==> config.mk <==
export PLATFORM = sky130hd
export DESIGN_NAME = mp_link_tx
export DESIGN_NICKNAME = d
export VERILOG_FILES = /design/src/rtl/mp_link_pkg.sv /design/src/rtl/mp_link_bit_timer.sv /design/src/rtl/mp_link_tx.sv
export SDC_FILE = /design/constraint.sdc
export NUM_CORES = 1
export LEC_CHECK = 0
export CAP_MARGIN = 20
export CELL_PAD_IN_SITES_DETAIL_PLACEMENT = 2
export CELL_PAD_IN_SITES_GLOBAL_PLACEMENT = 2
export CORE_ASPECT_RATIO = 0.7
export CORE_MARGIN = 4
export CORE_UTILIZATION = 31
export DETAILED_ROUTE_END_ITERATION = 12
export PLACE_DENSITY_LB_ADDON = 0.3
export SETUP_SLACK_MARGIN = 0.1
export SLEW_MARGIN = 10
export SYNTH_ARGS = -nofsm -noshare
export SYNTH_HDL_FRONTEND = slang
export SYNTH_SLANG_ARGS = --single-unit
==> constraint.sdc <==
create_clock -name clk -period 1.9 [get_ports clk]
set_input_delay 0.285 -clock clk [delete_from_list [all_inputs] [get_ports clk]]
set_output_delay 0.285 -clock clk [all_outputs]
set_load 0.005 [all_outputs]
==> src/rtl/mp_link_pkg.sv <==
// Shared types and constants for the two-board multiplayer serial link.
// Latency: n/a (types, constants and helpers only).
// Backpressure: n/a.
package mp_link_pkg;

    localparam int MP_PAYLOAD_BITS     = 6;
    // Frame lengths in bit times: start + payload + [parity] + stop.
    localparam int MP_FRAME_BITS_PAR   = MP_PAYLOAD_BITS + 3;
    localparam int MP_FRAME_BITS_NOPAR = MP_PAYLOAD_BITS + 2;

    // Bit 0 is pause, bit 1 is reload, bits 5:2 are score.
    typedef struct packed {
        logic [3:0] score;
        logic       reload;
        logic       pause;
    } mp_payload_t;

    typedef enum logic [2:0] {
        ST_IDLE   = 3'd0,
        ST_START  = 3'd1,
        ST_DATA   = 3'd2,
        ST_PARITY = 3'd3,
        ST_STOP   = 3'd4
    } mp_state_t;

    // XOR of the payload; makes payload + parity bit even.
    function automatic logic mp_parity(input mp_payload_t p);
        return ^p;
    endfunction

endpackage

==> src/rtl/mp_link_bit_timer.sv <==
// Bit-time down-counter: emits bit_end on the last cycle of every bit time.
// Latency: first bit_end CLKS_PER_BIT cycles after the start load.
// Backpressure: none; runs freely while i_run is high.
// Ports: clk/rst (sync active-high), i_start loads a fresh bit time,
//        i_run enables counting, o_bit_end marks the last cycle of a bit,
//        o_bit_pre_end marks the cycle before it (CLKS_PER_BIT >= 2).
module mp_link_bit_timer #(
    parameter int CLKS_PER_BIT = 564
) (
    input  logic clk,
    input  logic rst,
    input  logic i_start,
    input  logic i_run,
    output logic o_bit_end,
    output logic o_bit_pre_end
);

    localparam int CW = (CLKS_PER_BIT > 1) ? $clog2(CLKS_PER_BIT) : 1;
    localparam logic [CW-1:0] LOAD = CW'(CLKS_PER_BIT - 1);

    logic [CW-1:0] r_cnt;

    // Reload on the terminal count so consecutive bits chain with no gap.
    always_ff @(posedge clk) begin
        if (rst) begin
            r_cnt <= '0;
        end else if (i_start || (i_run && (r_cnt == '0))) begin
            r_cnt <= LOAD;
        end else if (i_run) begin
            r_cnt <= r_cnt - CW'(1);
        end
    end

    assign o_bit_end     = i_run && (r_cnt == '0);
    assign o_bit_pre_end = i_run && (r_cnt == CW'(1));

endmodule

==> src/rtl/mp_link_tx.sv <==
// Framed idle-high serial sender of local pause/reload/score to the peer board.
// Latency: trigger in IDLE at cycle N drives start bit from N+1; frame 8 or 9 bit times.
// Backpressure: none; input changes and send_now during a frame are deferred to next IDLE.
// Ports: clk, rst (sync active-high), new_frame (keepalive tick), pause, reload,
//        score[3:0], send_now (force frame), tx_line (idle high), busy,
//        frame_done (last cycle of stop bit).
// Build option: define MP_LINK_PARITY_EN to insert an even-parity bit after the payload.
// CLKS_PER_BIT must be at least 2 so frame_done can be registered ahead of the last cycle.
module mp_link_tx
    import mp_link_pkg::*;
#(
    parameter int CLKS_PER_BIT     = 564,
    parameter int KEEPALIVE_FRAMES = 30
) (
    input  logic       clk,
    input  logic       rst,
    input  logic       new_frame,
    input  logic       pause,
    input  logic       reload,
    input  logic [3:0] score,
    input  logic       send_now,
    output logic       tx_line,
    output logic       busy,
    output logic       frame_done
);

    localparam int KW = $clog2(KEEPALIVE_FRAMES + 1);
    localparam logic [KW-1:0] KA_MAX = KW'(KEEPALIVE_FRAMES);
    localparam logic [2:0] LAST_IDX = 3'(MP_PAYLOAD_BITS - 1);

    mp_state_t   r_state, w_state_nxt;
    mp_payload_t w_payload, r_last_sent;
    logic [MP_PAYLOAD_BITS-1:0] r_shift;
    logic [2:0]  r_bit_idx;
    logic [KW-1:0] r_ka_cnt;
    logic        r_pending_init, r_pending_send;
    logic        r_tx, r_busy, r_frame_done;
    logic        w_tx_nxt, w_busy_nxt, w_frame_done_nxt;
    logic        w_trigger, w_run, w_bit_end, w_bit_pre_end;
`ifdef MP_LINK_PARITY_EN
    logic        r_parity;
`endif

    assign w_payload = mp_payload_t'({score, reload, pause});
    assign w_run     = (r_state != ST_IDLE);

    assign w_trigger = (r_state == ST_IDLE) &&
                       ((w_payload != r_last_sent) || send_now || r_pending_send ||
                        (r_ka_cnt == KA_MAX) || r_pending_init);

    mp_link_bit_timer #(
        .CLKS_PER_BIT (CLKS_PER_BIT)
    ) u_bit_timer (
        .clk           (clk),
        .rst           (rst),
        .i_start       (w_trigger),
        .i_run         (w_run),
        .o_bit_end     (w_bit_end),
        .o_bit_pre_end (w_bit_pre_end)
    );

    // Next-state and next-output logic; outputs are registered below so the
    // line level changes on the same edge as the state.
    always_comb begin
        w_state_nxt      = r_state;
        w_tx_nxt         = r_tx;
        w_busy_nxt       = r_busy;
        w_frame_done_nxt = 1'b0;
        case (r_state)
            ST_IDLE: begin
                w_tx_nxt   = 1'b1;
                w_busy_nxt = 1'b0;
                if (w_trigger) begin
                    w_state_nxt = ST_START;
                    w_tx_nxt    = 1'b0;
                    w_busy_nxt  = 1'b1;
                end
            end
            ST_START: begin
                if (w_bit_end) begin
                    w_state_nxt = ST_DATA;
                    w_tx_nxt    = r_shift[0];
                end
            end
            ST_DATA: begin
                if (w_bit_end) begin
                    if (r_bit_idx == LAST_IDX) begin
`ifdef MP_LINK_PARITY_EN
                        w_state_nxt = ST_PARITY;
                        w_tx_nxt    = r_parity;
`else
                        w_state_nxt = ST_STOP;
                        w_tx_nxt    = 1'b1;
`endif
                    end else begin
                        // Shift register advances on this edge; present the next bit now.
                        w_tx_nxt = r_shift[1];
                    end
                end
            end
            ST_PARITY: begin
                if (w_bit_end) begin
                    w_state_nxt = ST_STOP;
                    w_tx_nxt    = 1'b1;
                end
            end
            ST_STOP: begin
                // Registered one cycle early so it lands on the final stop cycle.
                w_frame_done_nxt = w_bit_pre_end;
                if (w_bit_end) begin
                    w_state_nxt = ST_IDLE;
                    w_tx_nxt    = 1'b1;
                    w_busy_nxt  = 1'b0;
                end
            end
            default: begin
                w_state_nxt = ST_IDLE;
                w_tx_nxt    = 1'b1;
                w_busy_nxt  = 1'b0;
            end
        endcase
    end

    always_ff @(posedge clk) begin
        if (rst) begin
            r_state      <= ST_IDLE;
            r_tx         <= 1'b1;
            r_busy       <= 1'b0;
            r_frame_done <= 1'b0;
        end else begin
            r_state      <= w_state_nxt;
            r_tx         <= w_tx_nxt;
            r_busy       <= w_busy_nxt;
            r_frame_done <= w_frame_done_nxt;
        end
    end

    always_ff @(posedge clk) begin
        if (rst) begin
            r_last_sent    <= '0;
            r_shift        <= '0;
            r_bit_idx      <= '0;
            r_ka_cnt       <= '0;
            r_pending_init <= 1'b1;
            r_pending_send <= 1'b0;
`ifdef MP_LINK_PARITY_EN
            r_parity       <= 1'b0;
`endif
        end else if (w_trigger) begin
            r_shift        <= w_payload;
            r_last_sent    <= w_payload;
            r_bit_idx      <= '0;
            r_ka_cnt       <= '0;
            r_pending_init <= 1'b0;
            r_pending_send <= 1'b0;
`ifdef MP_LINK_PARITY_EN
            r_parity       <= mp_parity(w_payload);
`endif
        end else begin
            if ((r_state == ST_DATA) && w_bit_end) begin
                r_shift   <= r_shift >> 1;
                r_bit_idx <= r_bit_idx + 3'd1;
            end
            // Any number of requests during a frame collapse into one follow-up frame.
            if (send_now && w_run) begin
                r_pending_send <= 1'b1;
            end
            if (new_frame && !w_run && (r_ka_cnt != KA_MAX)) begin
                r_ka_cnt <= r_ka_cnt + KW'(1);
            end
        end
    end

    assign tx_line    = r_tx;
    assign busy       = r_busy;
    assign frame_done = r_frame_done;

endmodule

==> results.md, run 1 <==
- Vias in the first global route: 1927
- Final Setup Violations: 0
- Final antenna diode count: 0
- Initial core utilization: 32.3%
- Clk sinks: 38
- Max-Cap Viols: 0
- Wire per inst: 20.4 microns
- CTS Buf Count: 5
- Register area share after synthesis: 41.0%
- FP Rows: 23
- Min-Delay Path Depth: 1
- Pre-CTS setup slack: -0.125 ns
- Hold_buf cts: 0
- Worst setup margin: 0.0124 ns
- Inst Count DP: 328
- Final Net Count: 288
- Chip Height: 72.8 microns
- Register clock-pin slew on the reported worst setup and hold paths: 0.08 ns
- H-tree level count: 2
- Fillers: 621
- DRT Wirelength: 7090 microns
- Final hold vios: 0
- Pwr dens: 795 mW/mm^2
- Tmin final: 1.89 ns
- Multi-input gate area: 0.00119 sq mm
- Remaining DRCs: 0
- Area growth syn-to-layout: 40.5%
- Count leader, synth: dfxtp_1
- Routability Congestion: 0.743
- Final worst-path cycle share: 99.3%
- Crit-path max FO: 7
- RSZ-0062 raised after global routing: yes
- Post-synth top area cell: dfxtp_1
- Yosys cell types: 40
- Number of synthesized flops with an enable pin: 0
- FF/Latch Area: 767 sq um
- Mapped Cells: 226
- First drt pass iteration count: 4
- Post-Syn Nets: 242
- Share of cells above drive strength 1: 33.3%
- ANT nets after route: 0
- 1st-iter DRT viols: 37
- Die Area: 0.00731 sq mm
- CTS max path bufs: 2
- Clock insertion delay at the later pin of the skew report: 0.29 ns
- GRT Util Overall: 18.2%
- Post-DP HPWL: 4440 microns
- YS warnings: 0
- Top Ports: 13
- Tightest Hold Check Type: register to register
- Pleak: 0.981 nW
- Top cells by count, synth: 38 x dfxtp_1, 27 x a21oi_1, 26 x nand2_1
- F_max: 530 MHz
- Startpoint Class: register
- Yosys reg bits: 38
- Ranking of synthesized cells by area: dfxtp_1 41%, a21oi_1 7.3%, xnor2_1 5.7%
- WP data arrival: 2.07 ns
- Worst ir drop on vdd: 0.000299 V
- Grt ovf: 0
- Core Area: 0.00576 sq mm
- Async S/R FF share, synth: 0%
- Critical path data required time: 2.09 ns
- # port buffers: 12
- DR vias/cell: 5.37
- Max-slew violations: 0
- CTS Root Buffer Type: clkbuf_8
- Status: finished, final reports clean
- Post-layout util: 45.3%
- Synthesized cell area: 0.00186 sq mm
- Primary FF master, synth: dfxtp_1
- Non-Filler Instances: 348
- CTS tree: yes
- Clock Skew: 0.00654 ns
- Post-synth top area share: 41.0%
- Avg Inst Size Synth: 8.22 sq um
- Tightest Pin Transition: 0.437 ns
- Die Width: 101 microns
- Slew HR: 70.8%
- Setup CP Type: register to register
- First-pass GRT wire length: 10400 microns
- Via Count: 1868
- Initial antenna violation count: 0
- CP Capture Type: register
- Largest net degree at the start of global routing: 13
- Reg2Reg Depth: 8
==> sequential cells by signal, indices dropped and copies added, names as in the netlist <==
register	count
u_bit_timer.r_cnt	10
r_last_sent	6
r_shift	6
r_ka_cnt	5
r_bit_idx	3
r_state	3
busy	1
frame_done	1
r_pending_init	1
r_pending_send	1
tx_line	1
==> what timing repair did <==
| action | CTS | global route |
|---|---|---|
| endpoints found under the setup margin | 20 | 25 |
| cloned | 0 | 0 |
| buffers inserted | 8 | 5 |
| gates resized for setup | 7 | 30 |
| pin swaps | 3 | 11 |
==> path summary, 6_finish.rpt <==
check	startpoint	to	slack [ns]
max reg2reg	r_ka_cnt[0]	r_shift[5]	0.01
min	r_pending_init	r_pending_init	0.47
min reg2reg	r_pending_init	r_pending_init	0.47
max	r_ka_cnt[0]	r_shift[5]	0.01
==> critical path, cell delays in order (launching register included) <==
cell and delay, ns:
dfxtp_2 0.34, inv_2 0.06, ha_2 0.18, nand4_1 0.17, nand4_1 0.26, o21ai_2 0.26, buf_4 0.22, mux2i_1 0.24
nor2_1 0.06
==> layout make-up <==
class / count / share of cell area, %
clock buffers: 8 / 4.22
inverters: 5 / 0.719
multi-input cells: 170 / 45.8
flip-flops and latches: 38 / 29.4
well taps: 75 / 3.60
repair buffers: 52 / 16.3
==> metal layers <==
metal	wire, microns	share of wire, %	GRT usage (%)
met5	0	0	0
met4	90	1.3	2.24
met3	243	3.4	3.15
met2	3350	47	29.2
met1	3400	48	26.5
==> per-stage QoR <==
stage	TNS, ns	hold WS [ns]	power, W	instance area, sq um
detailed placement	-1.59	0.452	0.00134	2240
floorplan	0	0.421	0.00116	1880
global placement	-0.0943	0.443	0.00132	2240
global route	-0.622	0.482	0.00218	2610
finish	0	0.465	0.00207	2610
CTS	0	0.471	0.00204	2430
==> report_power, final <==
| part | switching [W] | leakage, nW | internal, W |
|---|---|---|---|
| registers | 0.0000531 | 0.314 | 0.000853 |
| logic | 0.000271 | 0.610 | 0.000220 |
| clock network | 0.000309 | 0.0575 | 0.000367 |
==> placed cells by master, fill, tap and decap left out, types with 2 or more instances in the layout <==
cell / instances
nor3_2: 4
nand3_1: 8
buf_4: 39
o41ai_2: 2
clkdlybuf4s50_1: 12
or3_4: 2
a31oi_1: 3
ha_1: 4
a21oi_2: 3
dfxtp_2: 5
a21o_1: 2
nand4_1: 4
dfxtp_1: 33
o21ai_0: 6
inv_2: 3
clkbuf_8: 8
o21ai_2: 3
inv_1: 2
xnor2_1: 10
nor3b_1: 3
nor2_1: 24
a2bb2oi_2: 3
nand2b_1: 2
or3_1: 3
nand2_1: 25
a21oi_1: 24
xnor2_2: 2
a2bb2oi_1: 2
==> kinds of logic after synthesis <==
family	synth area share (%)
adder cells (fa/ha/maj)	4.04
buffers and inverters	3.77
AND/OR/NAND/NOR	26.2
flip-flops	41.0
XOR/XNOR	6.13
multiplexers	0.539
AO/OA/AOI/OAI	18.3
No activity file was read; power rests on OpenSTA's default activity.
==> inputs of run 2 (changes only) <==
- HOLD_SLACK_MARGIN: default -> 0.03
- RECOVER_POWER: default -> 50
==> run 2 against run 1 <==
Sequential power hardly changed. Worst hold slack improved by 0.00070 ns. Wire length up 0.24%. Worst setup slack barely moved. Sequential share of layout area is 0.085 points higher. Maximum frequency is essentially flat. Die area unchanged. Via count is the same. First-iteration DRC count rose by 2.7%. Non-clock buffer count stayed put. Critical path depth unchanged. Critical endpoint unchanged.
==> results.md, run 2 (synthesis results as in run 1) <==
- Remaining DRCs: 0 (unchanged)
- Clk sinks: 38 (unchanged)
- Multi-input gate area: 0.00119 sq mm (unchanged)
- Worst ir drop on vdd: 0.000298 V (was 0.000299 V)
- Fillers: 624 (was 621)
- DRT Wirelength: 7100 microns (was 7090 microns)
- Clock power frac: 32.8% (was 32.6%)
- Setup CP Type: register to register (unchanged)
- H-tree level count: 2 (unchanged)
- Status: finished, final reports clean (unchanged)
- Die Width: 101 microns (unchanged)
- Crit path largest cell delay: 0.34 ns (about the same)
- Final Setup Violations: 0 (unchanged)
- Post-DP HPWL: 4440 microns (unchanged)
- Chip Height: 72.8 microns (unchanged)
- CP cell instances: inv_2 > ha_2 > nand4_1 > nand4_1 > o21ai_2 > buf_4 > mux2i_1 > nor2_1 (unchanged)
- Inst Count DP: 328 (unchanged)
- Share of cells above drive strength 1: 32.6% (was 33.3%)
- Pwr dens: 796 mW/mm^2 (was 795 mW/mm^2)
- WP data arrival: 2.08 ns (was 2.07 ns)
- CTS Buf Count: 5 (unchanged)
- Critical path's top delay family: simple AND/OR/NAND/NOR gates (unchanged)
- Max FFs per register: 10 (unchanged)
- Largest net degree at the start of global routing: 13 (unchanged)
- Max-slew violations: 0 (unchanged)
- Commonest non-fill, non-tap cell in the layout: buf_4 (unchanged)
- Finished Cell Area: 0.00260 sq mm (was 0.00261 sq mm)
- ANT nets after route: 0 (unchanged)
- CP max-delay cell: dfxtp_2 (unchanged)
- Dpl cell area: 0.00224 sq mm (unchanged)
- Final hold slack: 0.466 ns (was 0.465 ns)
- P_sw: 0.000635 W (was 0.000633 W)
- Most used cell, CP: nand4_1 (unchanged)
- Wire per inst: 20.4 microns (about the same)
- Core Area: 0.00576 sq mm (unchanged)
- FP Rows: 23 (unchanged)
- Post-layout util: 45.2% (was 45.3%)
- 1st-iter DRT viols: 38 (was 37)
- Initial antenna violation count: 0 (unchanged)
- Register clock-pin slew on the reported worst setup and hold paths: 0.08 ns (about the same)
- Biggest regs: u_bit_timer.r_cnt x10, r_last_sent x6, r_shift x6 (unchanged)
- FF/Latch Area: 767 sq um (unchanged)
- CTS max path bufs: 2 (unchanged)
- Total power: 0.00207 W (about the same)
- Biggest register: u_bit_timer.r_cnt (unchanged)
- Critical path data required time: 2.09 ns (about the same)
- Tmin final: 1.89 ns (about the same)
- # port buffers: 12 (unchanged)
- Tightest Hold Check Type: register to register (unchanged)
- Non-Filler Instances: 348 (unchanged)
- Via Count: 1868 (unchanged)
- GRT Util Overall: 18.2% (unchanged)
- Pleak: 0.977 nW (was 0.981 nW)
- Final Net Count: 288 (unchanged)
- Startpoint Class: register (unchanged)
- Slew HR: 55.8% (was 70.8%)
- RSZ-0062 raised after global routing: yes (unchanged)
- Tightest Pin Transition: 0.662 ns (was 0.437 ns)
- Routability Congestion: 0.743 (unchanged)
- F_max: 530 MHz (about the same)
- Flop pwr share: 43.8% (was 43.7%)
- Crit-path max FO: 7 (unchanged)
- CP Capture Type: register (unchanged)
- CTS Root Buffer Type: clkbuf_8 (unchanged)
- First-pass GRT wire length: 10400 microns (unchanged)
- Internal Power: 0.00144 W (about the same)
- Vias in the first global route: 1927 (unchanged)
- First drt pass iteration count: 4 (unchanged)
- Gate power share: 23.5% (was 23.7%)
- DR vias/cell: 5.37 (unchanged)
- Top Ports: 13 (unchanged)
- Grt ovf: 0 (unchanged)
- CTS tree: yes (unchanged)
- Clock Skew: 0.00631 ns (was 0.00654 ns)
- Clock insertion delay at the later pin of the skew report: 0.29 ns (about the same)
- Area growth syn-to-layout: 40.1% (was 40.5%)
- Max-Cap Viols: 0 (unchanged)
- Final antenna diode count: 0 (unchanged)
- Most frequent cells in the layout: 37 x buf_4, 33 x dfxtp_1, 25 x nand2_1 (was 39 x buf_4, 33 x dfxtp_1, 25 x nand2_1)
- CP Buf/Inv Count: 2 (unchanged)
- Final worst-path cycle share: 99.4% (was 99.3%)
- Final hold vios: 0 (unchanged)
- Initial core utilization: 32.3% (unchanged)
- Die Area: 0.00731 sq mm (unchanged)
- Switch share: 30.7% (was 30.5%)
## run 2: cell types whose count changed in the layout (fill, tap and decap cells not counted)
cell | previous run | this run
buf_4 | 39 | 37
clkbuf_1 | 0 | 2
clkdlybuf4s50_1 | 12 | 9
dlygate4sd3_1 | 0 | 3
## run 2: repair_timing
item	4_1_cts	5_1_grt
pin swaps	3	11
hold buffers	0	0
setup endpoints to repair	20	25
setup buffers	8	5
gates resized for setup	7	30
## run 2: final timing paths
path,end,slack (ns),depth (start not counted),from
setup reg to reg,r_shift[5],0.01,8,r_ka_cnt[0]
hold / removal,r_pending_init,0.47,1,r_pending_init
hold reg to reg,r_pending_init,0.47,1,r_pending_init
setup / recovery,r_shift[5],0.01,8,r_ka_cnt[0]
## run 2: through the flow
| step | setup WS (ns) | setup TNS [ns] |
|---|---|---|
| floorplan | 0.0724 | 0 |
| global placement | -0.0393 | -0.0943 |
| detailed placement | -0.125 | -1.59 |
| CTS | 0.0961 | 0 |
| global route | -0.124 | -0.624 |
| finish | 0.0122 | 0 |
## run 2: layout make-up
cell class	instances	share of cell area, %
well taps	75	3.61
repair buffers	52	16.0
multi-input cells	170	45.9
clock buffers	8	4.23
inverters	5	0.722
flip-flops and latches	38	29.5
## run 2: power by group through the flow
stage / clock (W) / sequential (W) / combinational, W
after floorplan: 0 / 0.000901 / 0.000261
after global placement: 0 / 0.000915 / 0.000406
after detailed placement: 0 / 0.000918 / 0.000421
after CTS: 0.000690 / 0.000899 / 0.000447
after global routing: 0.000722 / 0.000912 / 0.000537
final: 0.000678 / 0.000906 / 0.000486
## run 2: routing by layer
layer  global-route usage, %  vias to the layer above  wire length [microns]
li1                        -                      889                      -
met1                    26.5                      945                   3400
met2                    29.2                       26                   3370
met3                    3.15                        8                    241
met4                    2.24                        0                     91
met5                       0                        -                      0
